[src/rtl/fetch_unit_if.sv]
// fetch_unit_if: instruction-memory request/response bus.
//   imem_req   : request strobe, driven by the fetch stage
//   imem_addr  : request address, driven by the fetch stage
//   imem_ready : memory returns data this cycle
//   imem_data  : returned instruction word
// master modport = fetch stage, slave modport = instruction memory.
interface fetch_unit_if #(
  parameter int PC_WIDTH    = 8,
  parameter int INSTR_WIDTH = 20
);
  logic                   imem_req;
  logic [PC_WIDTH-1:0]    imem_addr;
  logic                   imem_ready;
  logic [INSTR_WIDTH-1:0] imem_data;

  modport master (output imem_req, output imem_addr, input imem_ready, input imem_data);
  modport slave  (input imem_req, input imem_addr, output imem_ready, output imem_data);
endinterface

[src/rtl/fetch_unit.sv]
// fetch_unit: instruction-fetch stage, writer side of the IF/ID register.
// Holds the PC, requests instructions over the imem bus and presents each
// fetched word (plus its opcode and address) with a valid flag. Handles
// decode stall (hold the presented word) and branch redirect (squash).
//
// Ports:
//   clock          : rising-edge clock
//   reset          : synchronous, active-low
//   stall          : IF/ID cannot accept, hold presented instruction
//   branch_taken   : redirect PC to branch_target this cycle
//   branch_target  : redirect address
//   imem           : instruction-memory bus (master side)
//   instruction    : fetched instruction to IF/ID
//   opcode         : top 4 bits of instruction
//   valid          : instruction/opcode hold a real fetched instruction
//   pc_out         : address of the presented instruction
// Optional (FETCH_PERF_CNT_EN defined):
//   fetch_count    : accepted imem responses, saturating
//   squash_count   : branches that discarded a response or valid word, saturating
//
// state   | meaning
// S_FETCH | request outstanding at pc, accept response on imem_ready
// S_HOLD  | decode stalled, presented instruction frozen, no request
module fetch_unit #(
  parameter int                  PC_WIDTH    = 8,
  parameter int                  INSTR_WIDTH = 20,
  parameter logic [PC_WIDTH-1:0] RESET_PC    = '0
) (
  input  logic                   clock,
  input  logic                   reset,
  input  logic                   stall,
  input  logic                   branch_taken,
  input  logic [PC_WIDTH-1:0]    branch_target,
  fetch_unit_if.master           imem,
  output logic [INSTR_WIDTH-1:0] instruction,
  output logic [3:0]             opcode,
  output logic                   valid,
  output logic [PC_WIDTH-1:0]    pc_out
`ifdef FETCH_PERF_CNT_EN
  ,
  output logic [15:0]            fetch_count,
  output logic [15:0]            squash_count
`endif
);

  typedef enum logic {S_FETCH, S_HOLD} state_t;

  state_t                 state_q, state_d;
  logic [PC_WIDTH-1:0]    pc_q, pc_d;
  logic                   req_q, req_d;
  logic                   valid_q, valid_d;
  logic [INSTR_WIDTH-1:0] instr_q, instr_d;
  logic [PC_WIDTH-1:0]    pcout_q, pcout_d;
  logic                   resp;

  // A response only counts against a request actually on the bus; this
  // drops anything the memory returns in the cycle right after reset.
  assign resp = (state_q == S_FETCH) && req_q && imem.imem_ready;

  always_ff @(posedge clock) begin
    if (!reset) begin
      state_q <= S_FETCH;
      pc_q    <= RESET_PC;
      req_q   <= 1'b0;
      valid_q <= 1'b0;
      instr_q <= '0;
      pcout_q <= '0;
    end else begin
      state_q <= state_d;
      pc_q    <= pc_d;
      req_q   <= req_d;
      valid_q <= valid_d;
      instr_q <= instr_d;
      pcout_q <= pcout_d;
    end
  end

  always_comb begin
    state_d = state_q;
    pc_d    = pc_q;
    req_d   = req_q;
    valid_d = valid_q;
    instr_d = instr_q;
    pcout_d = pcout_q;
    if (branch_taken) begin
      // redirect wins over stall and over any response this cycle
      state_d = S_FETCH;
      pc_d    = branch_target;
      req_d   = 1'b1;
      valid_d = 1'b0;
    end else begin
      case (state_q)
        S_FETCH: begin
          if (resp) begin
            instr_d = imem.imem_data;
            pcout_d = pc_q;
            valid_d = 1'b1;
            pc_d    = pc_q + PC_WIDTH'(1);
            if (stall) begin
              state_d = S_HOLD;
              req_d   = 1'b0;
            end else begin
              req_d   = 1'b1;
            end
          end else begin
            valid_d = 1'b0;
            req_d   = 1'b1;
          end
        end
        S_HOLD: begin
          if (!stall) begin
            state_d = S_FETCH;
            req_d   = 1'b1;
          end
        end
        default: begin
          state_d = S_FETCH;
          req_d   = 1'b1;
        end
      endcase
    end
  end

  assign imem.imem_req  = req_q;
  assign imem.imem_addr = pc_q;
  assign instruction    = instr_q;
  assign opcode         = instr_q[INSTR_WIDTH-1 -: 4];
  assign valid          = valid_q;
  assign pc_out         = pcout_q;

`ifdef FETCH_PERF_CNT_EN
  logic take, squash;
  assign take   = resp && !branch_taken;
  assign squash = branch_taken && (resp || valid_q);

  always_ff @(posedge clock) begin
    if (!reset) begin
      fetch_count  <= '0;
      squash_count <= '0;
    end else begin
      if (take && (fetch_count != 16'hFFFF))
        fetch_count <= fetch_count + 16'd1;
      if (squash && (squash_count != 16'hFFFF))
        squash_count <= squash_count + 16'd1;
    end
  end
`endif

endmodule
[src/flat_wrapper.sv]
// flat-port wrapper written by rule: the top's interface ports become plain ports
module fetch_unit_flat 
#(
  parameter int                  PC_WIDTH    = 8,
  parameter int                  INSTR_WIDTH = 20,
  parameter logic [PC_WIDTH-1:0] RESET_PC    = '0
)
  (clock, reset, stall, branch_taken, branch_target, instruction, opcode, valid, pc_out, imem_imem_req, imem_imem_addr, imem_imem_ready, imem_imem_data);
  fetch_unit_if #(.PC_WIDTH(PC_WIDTH), .INSTR_WIDTH(INSTR_WIDTH)) imem_i ();
  input  logic clock;
  input  logic reset;
  input  logic stall;
  input  logic branch_taken;
  input  logic [PC_WIDTH-1:0] branch_target;
  output logic [INSTR_WIDTH-1:0] instruction;
  output logic [3:0] opcode;
  output logic valid;
  output logic [PC_WIDTH-1:0] pc_out;
  output wire logic [$bits(imem_i.imem_req)-1:0] imem_imem_req;
  output wire logic [$bits(imem_i.imem_addr)-1:0] imem_imem_addr;
  input wire logic [$bits(imem_i.imem_ready)-1:0] imem_imem_ready;
  input wire logic [$bits(imem_i.imem_data)-1:0] imem_imem_data;
  assign imem_imem_req = imem_i.imem_req;
  assign imem_imem_addr = imem_i.imem_addr;
  assign imem_i.imem_ready = imem_imem_ready;
  assign imem_i.imem_data = imem_imem_data;
  fetch_unit #(.PC_WIDTH(PC_WIDTH), .INSTR_WIDTH(INSTR_WIDTH), .RESET_PC(RESET_PC)) u_core (.clock(clock), .reset(reset), .stall(stall), .branch_taken(branch_taken), .branch_target(branch_target), .imem(imem_i), .instruction(instruction), .opcode(opcode), .valid(valid), .pc_out(pc_out));
endmodule
[config.mk]
export PLATFORM = sky130hd
export DESIGN_NAME = fetch_unit_flat
export DESIGN_NICKNAME = d
export VERILOG_FILES = /design/src/rtl/fetch_unit_if.sv /design/src/rtl/fetch_unit.sv /design/src/flat_wrapper.sv
export SDC_FILE = /design/constraint.sdc
export NUM_CORES = 1
export LEC_CHECK = 0
export BUFFER_PORTS_ARGS = -buffer_cell sky130_fd_sc_hd__buf_2
export CORE_MARGIN = 5
export CORE_UTILIZATION = 40
export CTS_CLUSTER_DIAMETER = 80
export DETAILED_ROUTE_END_ITERATION = 8
export GPL_TIMING_DRIVEN = 0
export PLACE_DENSITY = 0.71
export SYNTH_ARGS = -nofsm -noshare
export SYNTH_HDL_FRONTEND = slang
export SYNTH_SLANG_ARGS = --single-unit
[constraint.sdc]
create_clock -name clock -period 1.6 [get_ports clock]
set_input_delay 0.08 -clock clock [delete_from_list [all_inputs] [get_ports clock]]
set_output_delay 0.08 -clock clock [all_outputs]
set_load 0.03 [all_outputs]
# ---- After elaboration in Yosys (flattened, before gate mapping)
# Cells that the tools add are included.
dict set report word_totals {
  reg_bits 39
  in_bits 33
  output_inout_bits 42
  word_cells 30
}
dict set report classes {
  add_sub_neg 1
  eq_ne 2
  n_mux 12
  bitwise_logic 3
  reduce_logical 6
}
# op n
set ops {}
lappend ops {{$mux W8} 3}
lappend ops {{$add A8 B1 Y8 const B} 1}
lappend ops {{$mux W1} 7}
lappend ops {{$pmux W1 S2} 2}
lappend ops {{$ne A3 B3 Y1 const B} 1}
lappend ops {{$not A1 Y1} 3}
lappend ops {{$reduce_and A3 Y1} 1}
lappend ops {{$logic_and A1 B1 Y1} 2}
lappend ops {{$ne A2 B2 Y1 const B} 1}
lappend ops {{$reduce_and A2 Y1} 1}
lappend ops {{$reduce_bool A2 Y1} 1}
lappend ops {{$reduce_or A2 Y1} 1}

# ---- Depth between registers and ports, before layout
dict set report logic_depth {
  word_depth 6
  depth_mapped 5
}

# ---- Worst setup path after synthesis
# No wires, ideal clock.
dict set report synth_timing {
  kind {register to register}
  startpoint {reg u_core.pc_q[0], in the netlist u_core.imem.imem_addr[0]}
  endpoint {reg u_core.pc_q[6], in the netlist u_core.imem.imem_addr[6]}
  setup_time_ps 74
  arrival_time_ps 1442
  required_time_ps 1526
  setup_slack_ps 84
  path_stages_with_launch 5
  path_buffers 0
  path_cell_list {dfxtp_1 ha_1 nand4b_1 or3_1 a31oi_1}
}
dict set report synth_between {
  elab_chain_len 4
}
# element line_no
set synth_lines {}
lappend synth_lines {{from (decl)} fetch_unit.sv:49} ;# logic [PC_WIDTH-1:0] pc_q, pc_d;
lappend synth_lines {{from (signal assigned)} fetch_unit.sv:70} ;# pc_q <= pc_d;
lappend synth_lines {{$add A8 B1 Y8} fetch_unit.sv:98} ;# pc_d = pc_q + PC_WIDTH'(1);
lappend synth_lines {{$mux W8} fetch_unit.sv:94} ;# if (resp) begin
lappend synth_lines {{$mux W8} fetch_unit.sv:92} ;# case (state_q)
lappend synth_lines {{$mux W8} fetch_unit.sv:85} ;# if (branch_taken) begin
# Every way passes these cells. The select of a mux whose other input is x is not followed.
# A chain may end at the register's enable or synchronous reset.

# ---- Worst setup path after layout
dict set report layout_timing {
  startpoint {reg u_core.pc_q[1], in the netlist u_core.imem.imem_addr[1]}
  endpoint {reg u_core.pc_q[6], in the netlist u_core.imem.imem_addr[6]}
}
# The elaborated chain is that of the path after synthesis.

==> flow_metrics.tcl <==
set metrics [dict create \
    outcome "complete, no violations" \
    worst_clock_skew_ns 0.00438 \
    numPortBuffers 74 \
    initial_core_util_pct 42.2 \
    antenna_left 0 \
    syn2layout_area_growth_pct 36.6 \
    ys_async_sr_fraction_pct 0 \
    grt_max_degree 13 \
    place_congestion 0.776 \
    worst_slew_pin_slew_ns 0.471 \
    clock.fmax_ghz 0.715 \
    yosys_warnings 0 \
    dr.pass1.iters 5 \
    grt_pass1_vias 1373 \
    ys_seq_area_share_pct 49.8 \
    drv_slew 0 \
    diodes 0 \
    antenna_found_initial 0 \
    fin_hold_ws_ns 0.0225 \
    period_needed_ns 1.40 \
    cap_viol_max_count 0 \
    critical_path_class "reg2reg" \
    cts_buffer_depth 2 \
    dp_hpwl_mm 2.94 \
    finalSetupViolCount 0 \
    crit_arrival_ns 1.62 \
    core_mm2 0.00372 \
    drtIter0Drc 67 \
    pin_count 75 \
    rsz0062_at_grt "no" \
    syn-mean-instance-area_um2 8.29 \
    numCtsBuffers 5 \
    drc_errors 0 \
    num_rows 22 \
    synthDistinctLibCells 31 \
    netlist_area_mm2 0.00157 \
    htree_levels 2 \
    clk_pin_slew_ns 0.08 \
    end_kind "flop" \
    vias 1539 \
    setup_tns_ns 0 \
    finalCritPeriodShare_pct 87.4 \
    hold_violations 0 \
    via_per_inst 4.81 \
    synth_nets 223 \
    cp-start-kind "flop" \
    numClockSinks 39 \
    wl_per_cell_um 12.7 \
    peakVddDrop_mv 0.665 \
    insertion_delay_ns 0.29 \
    overflow 0 \
    fp.dieArea_mm2 0.00527 \
    cts_root_buffer "clkbuf_8" \
    nets 305 \
    max_slew_margin_pct 68.6 \
    hold_class "in2reg" \
    layout-drive-gt1-share_pct 35.3 \
    synth.ff_latch_count 39 \
    worstPathRequired_ns 1.82 \
    crit_fanout 6 \
    cts-resized-gates 0 \
    track_usage_pct 15.3 \
    synth_edf_count 0 \
    hold_buffers 0 \
    placed_cells 311 \
    synth_cells 189 \
    cts_setup_buffers 0 \
    cts_tree "built" \
    instances_no_fill 320 \
    ys.flop_type "dfxtp_1" \
    die_width_um 72.6 \
    wirelength_mm 4.06 \
    grt_pass1_wl_mm 6.29 \
    power.density_cell_area_mw_per_mm2 1080 \
    die_h_um 72.6 \
    p_leak_nw 0.966 \
]
[cells by family after synthesis]
kind of cell / after synthesis / synth area share (%)
AO/OA/AOI/OAI: 53 / 18.4
XOR/XNOR: 2 / 1.12
adder cells (fa/ha/maj): 1 / 0.798
buffers and inverters: 18 / 6.86
flip-flops: 39 / 49.8
multiplexers: 1 / 0.638
AND/OR/NAND/NOR: 75 / 22.4
[critical path, cell delays in order (launching register included)]
cell,delay (ns)
dfxtp_1,0.43
ha_1,0.21
nand4b_1,0.16
or3_1,0.38
a31oi_1,0.15
[sequential cells by signal, summed over array words and instances (netlist names)]
name and count:
u_core.pc_out 8, u_core.imem.imem_addr 8, u_core.valid 1, u_core.state_q 1, u_core.instruction 20, u_core.imem.imem_req 1
[layout by cell type, fill, tap and decap left out, types with 2 or more instances in the layout]
master      n
clkbuf_1    5
a31oi_1     5
a21oi_1    32
o21ai_0    11
or3_1       2
buf_2      76
bufinv_16   2
nand3_1     3
inv_1       3
nand4b_1    2
xor2_1      2
nand2_1    58
dfxtp_1    39
clkbuf_8    5
buf_4       8
[metal layers]
layer / wire length [um] / vias up / GRT usage [%] / part of all wire (%)
met5: 0 / - / 0 / 0
met4: 28 / 0 / 5.53 / 0.69
met3: 318 / 2 / 6.06 / 7.8
met2: 1810 / 49 / 23.3 / 45
met1: 1900 / 682 / 19.6 / 47
li1: - / 806 / - / -
[final cells by class]
| cell class | instances | area [um2] |
|---|---|---|
| timing repair buffer | 75 | 380 |
| multi-input combinational | 132 | 679 |
| inverter | 3 | 11.3 |
| tap | 48 | 60.1 |
| fill | 374 | 1580 |
| sequential | 39 | 781 |
| clock buffer | 6 | 72.6 |
| clock inverter | 2 | 60.1 |
| buffer | 15 | 96.3 |
[synthesized netlist by cell type, drive strengths merged (2+ instances only)]
| cell | n | area share [%] |
|---|---|---|
| or3 | 3 | 1.3 |
| a21oi | 32 | 10 |
| xor2 | 2 | 1.1 |
| dfxtp | 39 | 50 |
| nand4b | 2 | 1.1 |
| inv | 3 | 0.72 |
| nand3 | 3 | 0.96 |
| nand2 | 58 | 14 |
| a31oi | 5 | 2.0 |
| buf | 11 | 5.2 |
| o21ai | 11 | 3.5 |
| clkbuf | 4 | 0.96 |
[power breakdown]
part / internal (mW) / total [mW] / switching [mW]
combinational: 0.108 / 0.292 / 0.184
clock: 0.623 / 0.962 / 0.338
sequential: 1.01 / 1.05 / 0.0400
[final timing paths]
| check | start | end | slack, ns | depth (start not counted) |
|---|---|---|---|---|
| max | u_core.imem.imem_addr[1]$_SDFFE_PN0P_ | u_core.imem.imem_addr[6]$_SDFFE_PN0P_ | 0.20 | 4 |
| min | imem_imem_data[0] | u_core.instruction[0]$_SDFFE_PN0P_ | 0.02 | 3 |
| max reg2reg | u_core.imem.imem_addr[1]$_SDFFE_PN0P_ | u_core.imem.imem_addr[6]$_SDFFE_PN0P_ | 0.20 | 4 |
| min reg2reg | u_core.pc_out[7]$_SDFFE_PN0P_ | u_core.pc_out[7]$_SDFFE_PN0P_ | 0.45 | 2 |
[per-stage QoR]
step | setup WS [ns] | power, mW | utilization (%) | area, um2
floorplan | 0.0836 | 1.25 | - | 1570
global placement | 0.208 | 1.36 | 53.8 | 2000
detailed placement | 0.209 | 1.36 | 53.8 | 2000
CTS | 0.193 | 2.33 | 57.3 | 2130
global route | 0.0564 | 2.41 | 57.6 | 2140
finish | 0.202 | 2.30 | 57.6 | 2140
No activity file was read; power rests on OpenSTA's default activity.
